==> src/rtl/eth_pkg.sv <==
// Shared types and constants for the Ethernet ingress buffer.
package eth_pkg;

  // Default frame word width; word_t below is sized to this.
  localparam int unsigned DataW = 32;

  // Width of the saturating frame counters.
  localparam int unsigned CntW = 16;

  // One buffered word with its frame markers.
  typedef struct packed {
    logic [DataW-1:0] data;
    logic             sop;
    logic             eop;
  } word_t;

  // Write-side frame reception state.
  typedef enum logic [1:0] {
    StIdle,
    StRecv,
    StDiscard
  } wr_state_e;

endpackage

==> src/rtl/eth_buf_ram.sv <==
// Simple dual-port RAM: one write port, one registered read port.
// A same-cycle write to the read address is forwarded so the read
// register never holds a stale copy of a freshly written word.
module eth_buf_ram #(
  parameter int unsigned Width = 34,
  parameter int unsigned Depth = 64,
  localparam int unsigned Aw   = $clog2(Depth)
) (
  input  logic             clk_i,
  input  logic             we_i,
  input  logic [Aw-1:0]    waddr_i,
  input  logic [Width-1:0] wdata_i,
  input  logic [Aw-1:0]    raddr_i,
  output logic [Width-1:0] rdata_o
);

  logic [Width-1:0] mem_q [Depth];

  // Storage write.
  always_ff @(posedge clk_i) begin
    if (we_i) mem_q[waddr_i] <= wdata_i;
  end

  // Registered read with write-first forwarding.
  always_ff @(posedge clk_i) begin
    if (we_i && (waddr_i == raddr_i)) rdata_o <= wdata_i;
    else                              rdata_o <= mem_q[raddr_i];
  end

endmodule

==> src/rtl/eth_ingress_buffer.sv <==
// Store-and-forward ingress buffer: frames are written into a circular RAM
// and released to the switch only once complete and within length limits.
module eth_ingress_buffer
  import eth_pkg::*;
#(
  parameter int unsigned DATA_W    = DataW,
  parameter int unsigned DEPTH     = 64,
  parameter int unsigned MIN_WORDS = 2,
  parameter int unsigned MAX_WORDS = 16
) (
  input  logic              clk,
  input  logic              reset,
  input  logic              in_valid,
  input  logic [DATA_W-1:0] in_data,
  input  logic              in_sop,
  input  logic              in_eop,
  input  logic              out_ready,
  output logic              out_valid,
  output logic [DATA_W-1:0] out_data,
  output logic              out_sop,
  output logic              out_eop,
  output logic              drop_pulse,
  output logic [CntW-1:0]   frames_ok,
  output logic [CntW-1:0]   frames_dropped
);

  localparam int unsigned AW = $clog2(DEPTH);
  localparam int unsigned PW = AW + 1;
  localparam int unsigned LW = $clog2(MAX_WORDS + 2);

  wr_state_e         state_q, state_d;
  logic [PW-1:0]     wr_ptr_q, wr_ptr_d;
  logic [PW-1:0]     commit_ptr_q, commit_ptr_d;
  logic [PW-1:0]     rd_ptr_q, rd_ptr_d;
  logic [LW-1:0]     len_q, len_d;
  logic [CntW-1:0]   frames_ok_q, frames_dropped_q;
  logic              drop_pulse_q;

  logic [PW-1:0]     base;
  logic [LW-1:0]     len_nxt;
  logic              full;
  logic              we;
  logic              drop;
  logic              commit;
  logic              rd_xfer;
  word_t             wr_word;
  word_t             rd_word;

  // Write FSM: place words, check length at eop, rewind on any discard.
  // A truncation drop and a drop of the new frame in the same cycle
  // collapse into a single drop event.
  always_comb begin
    state_d      = state_q;
    wr_ptr_d     = wr_ptr_q;
    commit_ptr_d = commit_ptr_q;
    len_d        = len_q;
    we           = 1'b0;
    drop         = 1'b0;
    commit       = 1'b0;
    // A new sop always restarts from the last committed position.
    base         = ((state_q == StRecv) && !in_sop) ? wr_ptr_q : commit_ptr_q;
    len_nxt      = (in_sop ? '0 : len_q) + LW'(1);
    // Conservative: uses rd_ptr before any read in this cycle.
    full         = (base - rd_ptr_q) == PW'(DEPTH);
    if (in_valid) begin
      if ((state_q == StRecv) && in_sop) begin
        drop     = 1'b1;
        wr_ptr_d = commit_ptr_q;
      end
      if (in_sop || (state_q == StRecv)) begin
        if ((len_nxt > LW'(MAX_WORDS)) || full) begin
          drop     = 1'b1;
          wr_ptr_d = commit_ptr_q;
          state_d  = in_eop ? StIdle : StDiscard;
        end else begin
          we       = 1'b1;
          wr_ptr_d = base + PW'(1);
          len_d    = len_nxt;
          if (in_eop) begin
            state_d = StIdle;
            if (len_nxt >= LW'(MIN_WORDS)) begin
              commit       = 1'b1;
              commit_ptr_d = base + PW'(1);
            end else begin
              drop     = 1'b1;
              wr_ptr_d = commit_ptr_q;
            end
          end else begin
            state_d = StRecv;
          end
        end
      end else if ((state_q == StDiscard) && in_eop) begin
        state_d = StIdle;
      end
    end
  end

  // Read pointer advances on each accepted output word.
  always_comb begin
    out_valid = rd_ptr_q != commit_ptr_q;
    rd_xfer   = out_valid && out_ready;
    rd_ptr_d  = rd_ptr_q + {{(PW-1){1'b0}}, rd_xfer};
  end

  // State, pointers, counters and drop pulse.
  always_ff @(posedge clk) begin
    if (reset) begin
      state_q          <= StIdle;
      wr_ptr_q         <= '0;
      commit_ptr_q     <= '0;
      rd_ptr_q         <= '0;
      len_q            <= '0;
      frames_ok_q      <= '0;
      frames_dropped_q <= '0;
      drop_pulse_q     <= 1'b0;
    end else begin
      state_q      <= state_d;
      wr_ptr_q     <= wr_ptr_d;
      commit_ptr_q <= commit_ptr_d;
      rd_ptr_q     <= rd_ptr_d;
      len_q        <= len_d;
      drop_pulse_q <= drop;
      if (commit && (frames_ok_q != '1)) frames_ok_q <= frames_ok_q + 1'b1;
      if (drop && (frames_dropped_q != '1)) frames_dropped_q <= frames_dropped_q + 1'b1;
    end
  end

  // Pack the incoming word with its markers.
  always_comb begin
    wr_word.data = in_data;
    wr_word.sop  = in_sop;
    wr_word.eop  = in_eop;
  end

  // The read port always fetches the word at the post-transfer pointer,
  // so the register holds the head word (fall-through) and stays put
  // while the switch stalls.
  eth_buf_ram #(
    .Width ($bits(word_t)),
    .Depth (DEPTH)
  ) u_ram (
    .clk_i   (clk),
    .we_i    (we),
    .waddr_i (base[AW-1:0]),
    .wdata_i (wr_word),
    .raddr_i (rd_ptr_d[AW-1:0]),
    .rdata_o (rd_word)
  );

  // Outputs are forced low when nothing committed is available.
  always_comb begin
    out_data       = out_valid ? rd_word.data : '0;
    out_sop        = out_valid & rd_word.sop;
    out_eop        = out_valid & rd_word.eop;
    drop_pulse     = drop_pulse_q;
    frames_ok      = frames_ok_q;
    frames_dropped = frames_dropped_q;
  end

endmodule

==> config.mk <==
export PLATFORM = sky130hd
export DESIGN_NAME = eth_ingress_buffer
export DESIGN_NICKNAME = d
export VERILOG_FILES = /design/src/rtl/eth_pkg.sv /design/src/rtl/eth_buf_ram.sv /design/src/rtl/eth_ingress_buffer.sv
export SDC_FILE = /design/constraint.sdc
export NUM_CORES = 2
export LEC_CHECK = 0
export CAP_MARGIN = 20
export CORE_MARGIN = 2
export CORE_UTILIZATION = 46
export DETAILED_ROUTE_END_ITERATION = 8
export SETUP_SLACK_MARGIN = 0.4
export SLEW_MARGIN = 20
export SYNTH_ARGS = -nofsm -noshare
export SYNTH_HDL_FRONTEND = slang
export SYNTH_HIERARCHICAL = 1
export SYNTH_SLANG_ARGS = --single-unit
export TNS_END_PERCENT = 100
==> constraint.sdc <==
create_clock -name clk -period 12.1 [get_ports clk]
set_input_delay 3.63 -clock clk [delete_from_list [all_inputs] [get_ports clk]]
set_output_delay 3.63 -clock clk [all_outputs]
set_load 0.05 [all_outputs]
Word level (Yosys, flattened, before mapping)
Memory sizes are Yosys's and may differ from the RTL's. A register that Yosys moved wholly into a read port is not among the register bits.
Index checks and enable logic that the tools add are counted.
{ "word_totals": {"reg_bits": 61, "ram_bits": 2176, "in_bits": 38, "output_inout_bits": 68, "elab_cells": 70, "mem_count": 1} }
{ "op_classes": {"addsub": 6, "magnitude_cmp": 2, "n_eq_ne": 6, "mux": 29, "bitwise": 3, "n_reduce_logical": 15} }
{ "mem_list": {"columns": ["name", "words", "width", "rd", "rd_clocked_by_memory_dff", "write_ports", "line_no", "text"], "rows": [
  ["u_ram.mem_q", 64, 34, 1, 1, 1, "eth_buf_ram.sv:17", "logic [Width-1:0] mem_q [Depth];"]
]} }
{ "ops": {"columns": ["operator", "count"], "rows": [
  ["$mux 7", 6],
  ["$add 16x1->16 const B", 2],
  ["$mux 32", 1],
  ["$ne 16x16->1 const B", 2],
  ["$mux 1", 17],
  ["$mux 2", 4],
  ["$add 7x1->7", 1],
  ["$add 7x1->7 const B", 1],
  ["$eq 7x7->1 const B", 1],
  ["$ne 7x7->1", 1],
  ["$sub 7x7->7", 1],
  ["$logic_and 1x1->1", 6],
  ["$add 5x1->5 const B", 1],
  ["$ge 5x2->1 const B", 1],
  ["$gt 5x5->1 const B", 1],
  ["$mux 5", 1],
  ["$reduce_and 2->1", 2],
  ["$reduce_and 4->1", 1],
  ["$reduce_bool 2->1", 2],
  ["$reduce_and 3->1", 1],
  ["$and 1x1->1", 2],
  ["$eq 2x1->1 const B", 1],
  ["$eq 2x2->1 const B", 1],
  ["$logic_or 1x1->1", 2],
  ["other kinds (2)", 2]
]} }

Logic depth before layout (Yosys ltp)
{ "logic_depth": {"depth_word": 11, "ltp_mapped": 15, "depth_no_buf": 13} }

Modules after synthesis
The synthesis kept the hierarchy.
{ "by_module_without_submodules": {"columns": ["module", "instances", "cells_each", "area_per_inst_um2", "seq_area_each_um2"], "rows": [
  ["eth_buf_ram", 1, 3716, 83213.6, 65462.8],
  ["eth_ingress_buffer", 1, 479, 3846.2, 1221.2]
]} }

Worst setup path after synthesis
OpenSTA, ideal clock, no wires.
{ "synth_timing": {"path_type": "input-to-reg", "startpoint": "in in_sop", "endpoint": "mem u_ram.mem_q[48][0] (enable)", "setup_time_ns": 0.467, "arrival_time_ns": 9.061, "required_time_ns": 11.633, "setup_slack_ns": 2.571, "path_stages": 14, "path_cell_list": "nor3b_4 -> clkbuf_1 -> mux2i_1 -> inv_1 -> ha_1 -> a2111oi_0 -> a21oi_1 -> nor2_1 -> o21ai_2 -> inv_2 -> clkbuf_1 -> nor2b_1 -> nand4b_1 -> nor3_1"} }
{ "synth_between": {"elab_chain_len": 11, "word_cells_on_any_way": 15, "classes_between": "2 x add/sub; 1 x order compare; 1 x eq/ne; 7 x mux; 4 x reduce/logical"} }
{ "synth_lines": {"columns": ["item", "line_no", "text"], "rows": [
  ["start, declared", "eth_ingress_buffer.sv:15", "input logic in_sop,"],
  ["$logic_not 1->1", "eth_ingress_buffer.sv:61", "base = ((state_q == StRecv) && !in_sop) ? wr_ptr_q : commit_ptr_q;"],
  ["$logic_and 1x1->1", "eth_ingress_buffer.sv:61", null],
  ["$mux 7", "eth_ingress_buffer.sv:61", null],
  ["via base[3]", "eth_ingress_buffer.sv:39", "logic [PW-1:0] base;"],
  ["$sub 7x7->7", "eth_ingress_buffer.sv:64", "full = (base - rd_ptr_q) == PW'(DEPTH);"],
  ["$eq 7x7->1", "eth_ingress_buffer.sv:64", null],
  ["$logic_or 1x1->1", "eth_ingress_buffer.sv:71", "if ((len_nxt > LW'(MAX_WORDS)) || full) begin"],
  ["$mux 1", "eth_ingress_buffer.sv:71", null],
  ["$mux 1", "eth_ingress_buffer.sv:70", "if (in_sop || (state_q == StRecv)) begin"],
  ["$mux 1", "eth_ingress_buffer.sv:65", "if (in_valid) begin"],
  ["via we", "eth_ingress_buffer.sv:42", "logic we;"],
  ["$mux 1", "eth_buf_ram.sv:21", "if (we_i) mem_q[waddr_i] <= wdata_i;"],
  ["$mux 1 (implied by the code)", "eth_buf_ram.sv:21", null],
  ["end, declared", "eth_buf_ram.sv:17", null]
]} }
The timed path passes the listed nets, and every way through them passes these cells.

==> flow_metrics.env <==
export IMPL_ioPinCount=106
export IMPL_antenna_found_initial=12
export IMPL_tightest_slew_ps=1205
export IMPL_gp_congestion=0.8635
export IMPL_p_sw_share_pct=20.97
export IMPL_drive_gt1_share_pct=24.50
export IMPL_clock_skew_ps=29.04
export IMPL_endpoint_kind="output pin"
export IMPL_finalSetupTns_ps=0
export IMPL_wirelength_um=232500
export IMPL_arrival_ps=5810
export IMPL_r2r_cells=13
export IMPL_r2r_end="u_ram/mem_q[9][17]$_DFFE_PP_"
export IMPL_syn_area_per_cell_um2=20.75
export IMPL_hold_end="frames_ok[10]$_SDFFE_PP0P_"
export IMPL_clk_pin_slew_ps=60
export IMPL_clock_path_buffers=3
export IMPL_period_needed_ps=9442
export IMPL_synth_top_cells_by_area="edfxtp_1 75%, mux4_2 12%, mux2i_1 1.9%, dfxtp_1 1.5%, mux2_2 0.88%"
export IMPL_cts_htree_levels=4
export IMPL_power_density_mw_per_mm2=159.3
export IMPL_clkLatencyLatePin_ps=860
export IMPL_synth_edf_count=2176
export IMPL_async_reset_ff_share_pct=0
export IMPL_synth_top_cell_area_share_pct=75.05
export IMPL_grt_overflow=0
export IMPL_cts_hold_buffers=0
export IMPL_seqPwrFrac_pct=54.2
export IMPL_grt_pass1_wl_um=328000
export IMPL_finalCritPeriodShare_pct=78.03
export IMPL_ys_warnings_count=6
export IMPL_path_max_fanout=61
export IMPL_yosys_area_top_type="edfxtp_1"
export IMPL_ys_seq_elements=2243
export IMPL_ant_nets=0
export IMPL_worstReg2RegStart="state_q[0]$_SDFFE_PP0P_"
export IMPL_vias=43910
export IMPL_status="finished clean"
export IMPL_r2r_setup_slack_ps=6050
export IMPL_fin_hold_ws_ps=500.5
export IMPL_cp_required_ps=8470
export IMPL_cts_buffers=221
export IMPL_seq_area_frac_synth_pct=76.60
export IMPL_first_iter_violations=5342
export IMPL_relSlewSlack_pct=19.22
export IMPL_min_path_cells=2
export IMPL_dr_pass1_iters=5
export IMPL_cts_tree="built"
export IMPL_p_leak_nw=29.49
export IMPL_grt_max_degree=107
export IMPL_worst_slack_ps=2658
export IMPL_final_nets=4476
export IMPL_comb_power_share_pct=3.4
export IMPL_wire_per_inst_um=32.71
export IMPL_synthFlopType="edfxtp_1"
export IMPL_post_cts_setup_buffers=0
export IMPL_post_place_ws_ps=2703
export IMPL_synth_cell_type_count=68
export IMPL_place_area_mm2=0.09171
export IMPL_fp_dieW_um=439.0
export IMPL_yosysMostFrequentCell="edfxtp_1"
export IMPL_power_share_clock_pct=42.4
export IMPL_critPathLaunchType="register"
export IMPL_final_area_mm2=0.09884
export IMPL_clock_sinks=2243
export IMPL_grtUsageTotal_pct=24.14
export IMPL_core_rowCount=159
export IMPL_synth_nets=4246
export IMPL_hold_class="reg -> reg"
export IMPL_drc=0
export IMPL_ir_worst_vdd_v=0.0001310
export IMPL_fp_dieH_um=439.0
export IMPL_initial_core_util_pct=46.31
export IMPL_hold_viol_final=0
export IMPL_drv_cap=0
export IMPL_rsz0062_at_grt="false"
export IMPL_final_setup_viol_count=0
export IMPL_hold_path_startpoint="frames_ok[10]$_SDFFE_PP0P_"
export IMPL_cts_resized_gates=0
export IMPL_avgViaCountPerCell=6.178
export IMPL_synthCells=4195
export IMPL_netlist_area_mm2=0.08706
export IMPL_cts_root_buf="clkbuf_16"
export IMPL_netlist_top_cells_count="2176 x edfxtp_1, 472 x mux4_2, 163 x mux2i_1, 127 x nor2_1, 110 x clkbuf_1"
export IMPL_switchingPower_mw=3.303
export IMPL_fillCellCount=14500
export IMPL_core_area_mm2=0.1880
export IMPL_io_buffers=105
export IMPL_fmax_mhz=105.9
export IMPL_hpwl_um=135000
export IMPL_grt_pass1_vias=43030
export IMPL_area_growth_pct=13.53
export IMPL_die_area_mm2=0.1928
export IMPL_intPower_mw=12.45
export IMPL_final_max_slew_viol_count=0
export IMPL_crit_type="reg -> out"
## how the worst max path moves through the flow
| stage | end | cells past startpoint | slack (ps) | from |
|---|---|---|---|---|
| final | out_data[25] | 8 | 2660 | register |
| after global routing | out_data[11] | 9 | 2500 | register |
| after CTS | out_data[11] | 9 | 2590 | register |
| after detailed placement | u_ram/mem_q[12][1]$_DFFE_PP_ | 14 | 2700 | in_sop |
| after global placement | u_ram/mem_q[8][20]$_DFFE_PP_ | 14 | 2740 | in_sop |
| after floorplan | u_ram/mem_q[48][0]$_DFFE_PP_ | 14 | 2570 | in_sop |
## cell usage in the layout (no fill, tap or decap), drive strengths merged, types with 9 or more instances in the layout
cell	instances
buf	179
or3	10
a22oi	55
ha	13
mux2	68
mux2i	163
a31oi	10
and2	37
o22ai	85
and3	22
nand4	51
edfxtp	2176
o221ai	40
xnor2	11
nor2b	50
o31ai	9
o211ai	13
clkinv	111
inv	22
clkinvlp	9
mux4	472
clkbuf	260
a21oi	46
nor2	127
nand2b	18
bufinv	17
nor3	18
nand3	100
a211oi	28
o21ai	34
o22a	10
nand2	100
clkdlybuf4s50	70
a221o	24
dfxtp	67
a311o	10
## layer usage
layer	part of all wire (%)	vias up	track usage, %	routed length, um
li1	-	18070	-	-
met1	41	23730	34.42	95060
met3	7.5	293	3.815	17490
met5	0.0056	-	0	13
met2	48	1817	38.53	112700
met4	3.1	2	7.444	7232
## worst max-delay path, cell delays in order, from the launching register on
cell,delay (ps)
dfxtp_4,860
buf_12,490
buf_4,610
mux4_2,590
a211oi_1,590
o22ai_1,500
and3_1,270
and2_1,190
clkdlybuf4s50_1,740
## stage by stage
step,cells,utilization (%),power (mW)
after floorplan,4195,-,8.967
after global placement,6686,48.66,9.245
after detailed placement,6695,48.78,9.253
after CTS,7098,52.54,15.86
after global routing,7101,52.57,16.18
final,7107,52.58,15.75
## power by group through the flow
stage	Clock, mW	Sequential (mW)	Combinational [mW]
floorplan	0	8.70	0.269
global placement	0	8.70	0.545
detailed placement	0	8.70	0.552
CTS	6.78	8.54	0.552
global route	7.08	8.53	0.570
finish	6.67	8.54	0.541
## area by class of cell
| type | instances | area, um^2 | area share (%) |
|---|---|---|---|
| sequential | 2243 | 66700 | 67.48 |
| clock buffer | 260 | 5719 | 5.786 |
| inverter | 16 | 60.06 | 0.06076 |
| clock inverter | 143 | 1343 | 1.358 |
| tap | 2495 | 3122 | 3.158 |
| timing repair buffer | 249 | 2277 | 2.304 |
| antenna | 7 | 17.52 | 0.01772 |
| multi-input combinational | 1694 | 19600 | 19.83 |
## cells by family (layout without fill, tap and decap cells)
group / count (synthesis) / count (layout) / synth area share (%)
flops: 2243 / 2243 / 76.60
mux: 703 / 703 / 14.96
simple gates: 567 / 567 / 3.307
compound gates: 392 / 392 / 3.251
buf+inv: 258 / 668 / 1.503
xor+xnor: 18 / 18 / 0.1811
fa+ha+maj: 14 / 14 / 0.1983
other cells: 0 / 7 / 0
## registers in the layout, indices dropped and copies added (netlist names), named ones only
signal	cells
wr_ptr_q	7
len_q	5
frames_dropped	16
u_ram/mem_q	2176
state_q	2
frames_ok	16
drop_pulse	1
rd_ptr_q	7
commit_ptr_q	7
(Power assumes the default switching activity.)
